## config.mk

```make
export PLATFORM = sky130hd
export DESIGN_NAME = cordic_rot_iter
export DESIGN_NICKNAME = d
export VERILOG_FILES = /design/src/rtl/cordic_rot_iter.sv
export SDC_FILE = /design/constraint.sdc
export NUM_CORES = 1
export LEC_CHECK = 0
export ABC_AREA = 1
export BUFFER_PORTS_ARGS = -buffer_cell sky130_fd_sc_hd__buf_2
export CORE_MARGIN = 2
export CORE_UTILIZATION = 55
export CTS_CLUSTER_SIZE = 8
export DETAILED_ROUTE_END_ITERATION = 12
export HOLD_SLACK_MARGIN = 0.06
export PLACE_DENSITY_LB_ADDON = 0.2
export SLEW_MARGIN = 10
export SYNTH_ARGS = -nofsm -noshare
export SYNTH_HDL_FRONTEND = slang
export SYNTH_SLANG_ARGS = --single-unit
```

## constraint.sdc

```tcl
create_clock -name rx_clk -period 4.5 [get_ports rx_clk]
set_input_delay 0 -clock rx_clk [delete_from_list [all_inputs] [get_ports rx_clk]]
set_output_delay 0 -clock rx_clk [all_outputs]
set_load 0.01 [all_outputs]
```

## src/rtl/cordic_rot_iter.sv

```systemverilog
// Iterative rotation-mode CORDIC: (mag, phase) -> (mag*cos, mag*sin), one micro-rotation per clock.
// Optional 1/K gain compensation stage enabled by defining CORDIC_ROT_GAIN_COMP_EN.
module cordic_rot_iter #(
    parameter int ITER = 12,
    parameter int W    = 32
) (
    input  logic                rx_clk,
    input  logic                rx_rst,
    input  logic                rx_start,
    input  logic [11:0]         rx_phase,
    input  logic signed [W-1:0] rx_mag,
    output logic                tx_busy,
    output logic                tx_valid,
    output logic signed [W-1:0] tx_cos,
    output logic signed [W-1:0] tx_sin
);

    typedef enum logic [1:0] {
        IDLE = 2'd0,
        ROT  = 2'd1,
        GAIN = 2'd2,
        DONE = 2'd3
    } state_t;

    state_t              state_r, state_s;
    logic [3:0]          cnt_r, cnt_s;
    logic signed [W-1:0] x_r, x_s, y_r, y_s;
    logic signed [11:0]  z_r, z_s;
    logic signed [W-1:0] cos_r, cos_s, sin_r, sin_s;
    logic                valid_r, valid_s;
    logic                busy_r, busy_s;
    logic signed [W-1:0] x_sh_s, y_sh_s;

    // Arctangent table in phase units of 2*pi/4096
    function automatic logic signed [11:0] atan_lut(input logic [3:0] idx);
        logic signed [11:0] a;
        case (idx)
            4'd0:    a = 12'sd512;
            4'd1:    a = 12'sd302;
            4'd2:    a = 12'sd160;
            4'd3:    a = 12'sd81;
            4'd4:    a = 12'sd41;
            4'd5:    a = 12'sd20;
            4'd6:    a = 12'sd10;
            4'd7:    a = 12'sd5;
            4'd8:    a = 12'sd3;
            4'd9:    a = 12'sd1;
            4'd10:   a = 12'sd1;
            default: a = 12'sd0;
        endcase
        return a;
    endfunction

`ifdef CORDIC_ROT_GAIN_COMP_EN
    // Shift-add approximation of 1/K = 0.60725...
    function automatic logic signed [W-1:0] gain_scale(input logic signed [W-1:0] v);
        return (v >>> 1) + (v >>> 3) - (v >>> 6) - (v >>> 9);
    endfunction
`endif

    assign x_sh_s = x_r >>> cnt_r;
    assign y_sh_s = y_r >>> cnt_r;

    // Next-state, datapath and output computation
    always_comb begin
        state_s = state_r;
        cnt_s   = cnt_r;
        x_s     = x_r;
        y_s     = y_r;
        z_s     = z_r;
        cos_s   = cos_r;
        sin_s   = sin_r;
        valid_s = 1'b0;
        case (state_r)
            IDLE: begin
                if (rx_start) begin
                    case (rx_phase[11:10])
                        2'b00: begin
                            x_s = rx_mag;
                            y_s = {W{1'b0}};
                        end
                        2'b01: begin
                            x_s = {W{1'b0}};
                            y_s = rx_mag;
                        end
                        2'b10: begin
                            x_s = -rx_mag;
                            y_s = {W{1'b0}};
                        end
                        default: begin
                            x_s = {W{1'b0}};
                            y_s = -rx_mag;
                        end
                    endcase
                    z_s     = {2'b00, rx_phase[9:0]};
                    cnt_s   = 4'd0;
                    state_s = ROT;
                end else begin
                    state_s = IDLE;
                end
            end
            ROT: begin
                if (z_r[11]) begin
                    x_s = x_r + y_sh_s;
                    y_s = y_r - x_sh_s;
                    z_s = z_r + atan_lut(cnt_r);
                end else begin
                    x_s = x_r - y_sh_s;
                    y_s = y_r + x_sh_s;
                    z_s = z_r - atan_lut(cnt_r);
                end
                if (cnt_r == 4'(ITER - 1)) begin
`ifdef CORDIC_ROT_GAIN_COMP_EN
                    state_s = GAIN;
`else
                    state_s = DONE;
`endif
                end else begin
                    cnt_s = cnt_r + 4'd1;
                end
            end
`ifdef CORDIC_ROT_GAIN_COMP_EN
            GAIN: begin
                x_s     = gain_scale(x_r);
                y_s     = gain_scale(y_r);
                state_s = DONE;
            end
`endif
            DONE: begin
                cos_s   = x_r;
                sin_s   = y_r;
                valid_s = 1'b1;
                state_s = IDLE;
            end
            default: begin
                state_s = IDLE;
            end
        endcase
    end

    // Busy stays up through the result cycle so it drops one edge after tx_valid rises
    assign busy_s = (state_s != IDLE) || (state_r == DONE);

    // State and datapath registers with synchronous reset
    always_ff @(posedge rx_clk) begin
        if (rx_rst) begin
            state_r <= IDLE;
            cnt_r   <= 4'd0;
            x_r     <= {W{1'b0}};
            y_r     <= {W{1'b0}};
            z_r     <= 12'sd0;
            cos_r   <= {W{1'b0}};
            sin_r   <= {W{1'b0}};
            valid_r <= 1'b0;
            busy_r  <= 1'b0;
        end else begin
            state_r <= state_s;
            cnt_r   <= cnt_s;
            x_r     <= x_s;
            y_r     <= y_s;
            z_r     <= z_s;
            cos_r   <= cos_s;
            sin_r   <= sin_s;
            valid_r <= valid_s;
            busy_r  <= busy_s;
        end
    end

    assign tx_busy  = busy_r;
    assign tx_valid = valid_r;
    assign tx_cos   = cos_r;
    assign tx_sin   = sin_r;

endmodule

```

### After elaboration in Yosys (flattened, before gate mapping)

Memories as Yosys holds them, arrays and structs flattened. A register that Yosys moved wholly into a read port is not among the register bits.
Cells that the tools add are included.

* bits in registers: 148
* ROM bits: 320
* word-level logic and storage cells: 62
* memories kept: 2

* $add $sub $neg: 8
* eq/ne operators: 7
* shift-type cells: 2
* mux-type cells: 26
* reductions and logical operators: 8

Memory list
* (name not given): depth 16, width 10, read ports 1, clocked after memory_dff 1, write ports 0, line 37 `case (idx)`
* (name not given): depth 16, width 10, read ports 1, clocked after memory_dff 1, write ports 0, line 37

Operator list (number)
* 32-bit one-hot mux with 2 select lines: 4
* 32-bit 2-to-1 mux: 4
* 12-bit 2-to-1 mux: 6
* 32-bit adder: 2
* 32-bit by 4-bit >>> shifter with 32-bit output: 2
* 32-bit subtractor: 2
* 32-bit negator: 1
* 4-bit 2-to-1 mux: 6
* 12-bit one-hot mux with 2 select lines: 1
* 12-bit adder: 1
* 12-bit subtractor: 1
* 4-bit one-hot mux with 2 select lines: 1
* 4-bit by 1-bit adder with 4-bit output, second input constant: 1
* 2-bit by 1-bit equality test with 1-bit output, second input constant: 2
* 2-bit equality test, second input constant: 2
* 4-bit equality test, second input constant: 1
* 2-bit logical NOT: 2
* 2-bit != test, second input constant: 2
* 2-bit one-hot mux with 2 select lines: 1
* 2-bit nonzero test: 2
* 3-bit AND reduction: 1
* 1-bit 2-to-1 mux: 2
* 2-bit 2-to-1 mux: 1
* 2-bit AND reduction: 1
* 2 further kinds: 2

### Logic depth before layout (Yosys ltp)

* depth in word-level cells: 5
* gate-level depth with buffers: 33
* depth with buffers taken out: 31

### Least setup slack after synthesis

Ideal clock, no wire load.

* kind: flip-flop to flip-flop
* start: register cnt_r[0]
* end: register x_r[25]
* arrival: 3.752 ns
* required time: 4.385 ns
* setup slack: 0.633 ns
* cell stages (with the launch flop): 34
* buffers on the path: 3
* cell sequence: dfxtp_1 -> buf_6 -> buf_6 -> buf_6 -> nand2_1 -> nand3_1 -> nand3_1 -> nand2_1 -> nand2_1 -> nand2_2 -> inv_1 -> ha_1 -> inv_1 -> nor3_2 -> inv_2 -> nor2_4 -> nand2_2 -> nor2_4 -> nand2_1 -> nand2_1 -> xor2_1 -> inv_1 -> ha_1 -> nand2_1 -> nor4_1 -> nand3_1 -> nand3_1 -> nand2_1 -> o211ai_1 -> xor2_1 -> nand2_1 -> nand2_1 -> o21ai_0 -> inv_1

* longest elaborated chain between the ends: 4

RTL lines
* from (decl): line 26 `logic [3:0] cnt_r, cnt_s;`
* from (signal assigned): line 158 `cnt_r <= cnt_s;`
* 32-bit by 4-bit >>> shifter with 32-bit output *: line 62 `assign y_sh_s = y_r >>> cnt_r;`
* 32-bit subtractor / 32-bit adder (equally long branches): line 108, 104
* 32-bit 2-to-1 mux *: line 103 `if (z_r[11]) begin`
* 32-bit one-hot mux with 2 select lines *: line 74 `case (state_r)`
* to (signal assigned): line 149 `x_r <= {W{1'b0}};`
* to (signal assigned): line 159 `x_r <= x_s;`
* to (decl): line 27 `logic signed [W-1:0] x_r, x_s, y_r, y_s;`

Mark *: on every way between the ends. The rest lies on a longest branch, timed or not.
A chain may end at the register's enable or synchronous reset.

### Worst setup path after layout

* start: register cnt_r[0]
* end: register x_r[30]

Same word-level chain as after synthesis.

==> results.md <==
* Outcome: completed
* Initial Utilization at 0.5600
* DP Area at 17080 µm²
* Final period util at 0.9676
* First drt pass iteration count at 7
* CTS tree: done
* Most frequent cells in the layout: nand2_1 (562), nand3_1 (343), nor2_1 (264)
* Mapped Area at 16120 µm²
* Largest stage delay, worst path at 0.42 ns
* F_max at 229.7 MHz
* Worst setup EP type: flip-flop
* Final Cell Area at 18620 µm²
* Final Wtd Congestion at 1.039
* Die Ht at 175.2 µm
* Post-synth ARST share at 0
* Mapped Avg Cell Area at 6.034 µm²
* Minimum clock period at 4.354 ns
* Worst skew pair latency at 0.46 ns
* DP HPWL at 49.64 mm
* Syn-to-layout area delta at 15.54%
* GR Overflow Total at 0
* Final number of hold-violating endpoints at 0
* FP Rows at 62
* Port Buffers at 112
* Antenna fix cells at 0
* Global-route wire length before repair at 98.04 mm
* Most common cell after layout, fill and taps aside: nand2_1
* Layout cell share with drive strength beyond 1 at 0.1599
* Clock transition at path regs at 0.08 ns
* Routed Antenna Nets at 0
* Wirelength, routed at 65.57 mm
* Startpoint Class: flip-flop
* Power density over cell area at 449.5 nW/µm²
* Yosys warns at 0
* Worst min path class: input pin to flip-flop
* Worst hold slack at 0.09629 ns
* Root Buffer: clkbuf_16
* Post-synth EDFFs at 0
* Syn_nets at 2810
* H-tree levels at 4
* Die X at 175.2 µm
* Unrepaired setup endpoints after global routing: yes
* Arr. time, crit path at 4.74 ns
* Seq/Total Area, Yosys at 0.1963
* Critical path's slowest cell: dfxtp_4
* Reg2reg path depth at 34
* Placed Cells incl. Taps at 3095
* Critical Path RT at 4.89 ns
* Die ar. at 30690 µm²
* Library cells used by synthesis at 58
* Bufs on Longest Clock Path at 2
* # DRC at 0
* Worst hold path depth at 6
* Register bit total from synthesis at 158
* Setup tns final at 0 ns
* NumNets Final at 2917
* Largest net degree at the start of global routing at 92
* Most used cell, CP: nand2_2
* DR vias at 19.49k
* Leak pwr at 8.752 nW
* Via density at 6.141
* Syn Inst Count at 2671
* Non-Filler Instances at 3174
* VDD IR-drop max at 0.3507 mV
* IO Count at 113
* Fin. max-slew vios at 0
* Initial antenna violation count at 0
* Core ar. at 28780 µm²
* TritonCTS Sinks at 158
* Max-cap violations at 0
* GRT Util Overall at 0.4114
* Synth Flop Type: dfxtp_1
* Critical path peak fanout at 8
* Crit path kind: flip-flop to flip-flop
* Worst slew margin at 0.2690
* WL/cell at 20.66 µm
* Cts bufs inserted at 17
* DRT iter0 DRCs at 2236
* Final setup viols at 0
* Worst Tran Pin Value at 1.095 ns
* Vias in the first global route at 17.36k
* Worst Skew at 0.01472 ns
## through the flow
stage | util | setup WS (ns) | power, W
2_1_floorplan | - | 0.6326 | 0.004990
3_3_place_gp | 0.5936 | 0.2171 | 0.006253
3_5_place_dp | 0.5936 | 0.1885 | 0.006301
4_1_cts | 0.6208 | 0.1395 | 0.007808
5_1_grt | 0.6470 | -0.08130 | 0.008895
6_report | 0.6470 | 0.1460 | 0.008371
## what timing repair did
action,in CTS,in global routing
hold buffers,21,0
setup endpoints to repair,0,27
gates resized for setup,0,109
endpoints found under the hold margin,22,0
buffers inserted,0,24
## layer usage
layer / part of all wire / up-vias / global-route usage
met5: 0 / - / 0
met4: 0.064 / 0 / 0.2326
met3: 0.10 / 205 / 0.08225
met2: 0.43 / 1148 / 0.6240
met1: 0.40 / 8917 / 0.5436
li1: - / 9222 / -
## synthesized netlist by cell type (14+ instances only)
master | count | area [µm²]
o211ai_1 | 19 | 142.6
nor2_1 | 276 | 1036
inv_2 | 27 | 101.4
o21ai_0 | 268 | 1341
nor3_1 | 27 | 135.1
clkbuf_1 | 74 | 277.8
ha_1 | 89 | 1114
xor2_1 | 77 | 674.4
nand4_1 | 20 | 125.1
dfxtp_1 | 158 | 3163
buf_2 | 28 | 140.1
xnor2_1 | 37 | 324.1
nand2_2 | 36 | 225.2
o22ai_1 | 24 | 150.1
nand3_1 | 346 | 1732
nand3_2 | 19 | 190.2
nand2_1 | 580 | 2177
a31oi_1 | 15 | 93.84
a21oi_1 | 198 | 991.0
o21ai_1 | 14 | 70.07
inv_1 | 187 | 701.9
nor2_2 | 16 | 100.1
## logic make-up after synthesis
logic type / Yosys count / synth area share
fa+ha+maj: 92 / 0.07282
compound gates: 593 / 0.2012
xor+xnor: 114 / 0.06195
buf+inv: 350 / 0.08998
simple gates: 1364 / 0.3778
flops: 158 / 0.1963
## worst paths after layout
path | from | slack, ns | end
max | cnt_r[0] | 0.15 | x_r[30]
min | rx_mag[5] | 0.1 | x_r[6]
max reg2reg | cnt_r[0] | 0.15 | x_r[30]
min reg2reg | tx_sin[4] | 0.48 | tx_sin[4]
## state kept, by name (all words and copies together), names as in the netlist, named ones only
signal and count:
state_r 2, cnt_r 4, tx_sin 32, y_r 32
tx_cos 32, x_r 32, tx_busy 1, z_r 12
tx_valid 1
## worst max-delay path: cells and delay by family (launching register included)
kind,cells,cell delay [ns]
flip-flops,1,0.42
AND/OR/NAND/NOR,20,1.96
XOR/XNOR,2,0.35
AO/OA/AOI/OAI,2,0.24
adder cells (fa/ha/maj),2,0.45
buffers and inverters,8,0.87
## final cells by class
cell class	count	area, µm²
Tap cell	384	480.5
Clock buffer	17	425.4
Multi-Input combinational cell	2163	11980
Fill cell	2704	10160
Inverter	220	840.8
Clock inverter	14	146.4
Timing Repair Buffer	216	1563
Timing Repair inverter	2	17.52
Sequential cell	158	3173
## where the power goes
part	switching [W]	internal, W
Sequential	0.000230	0.00151
Clock	0.000712	0.000780
Combinational	0.00335	0.00178
Power figures use the tool's default switching activity.
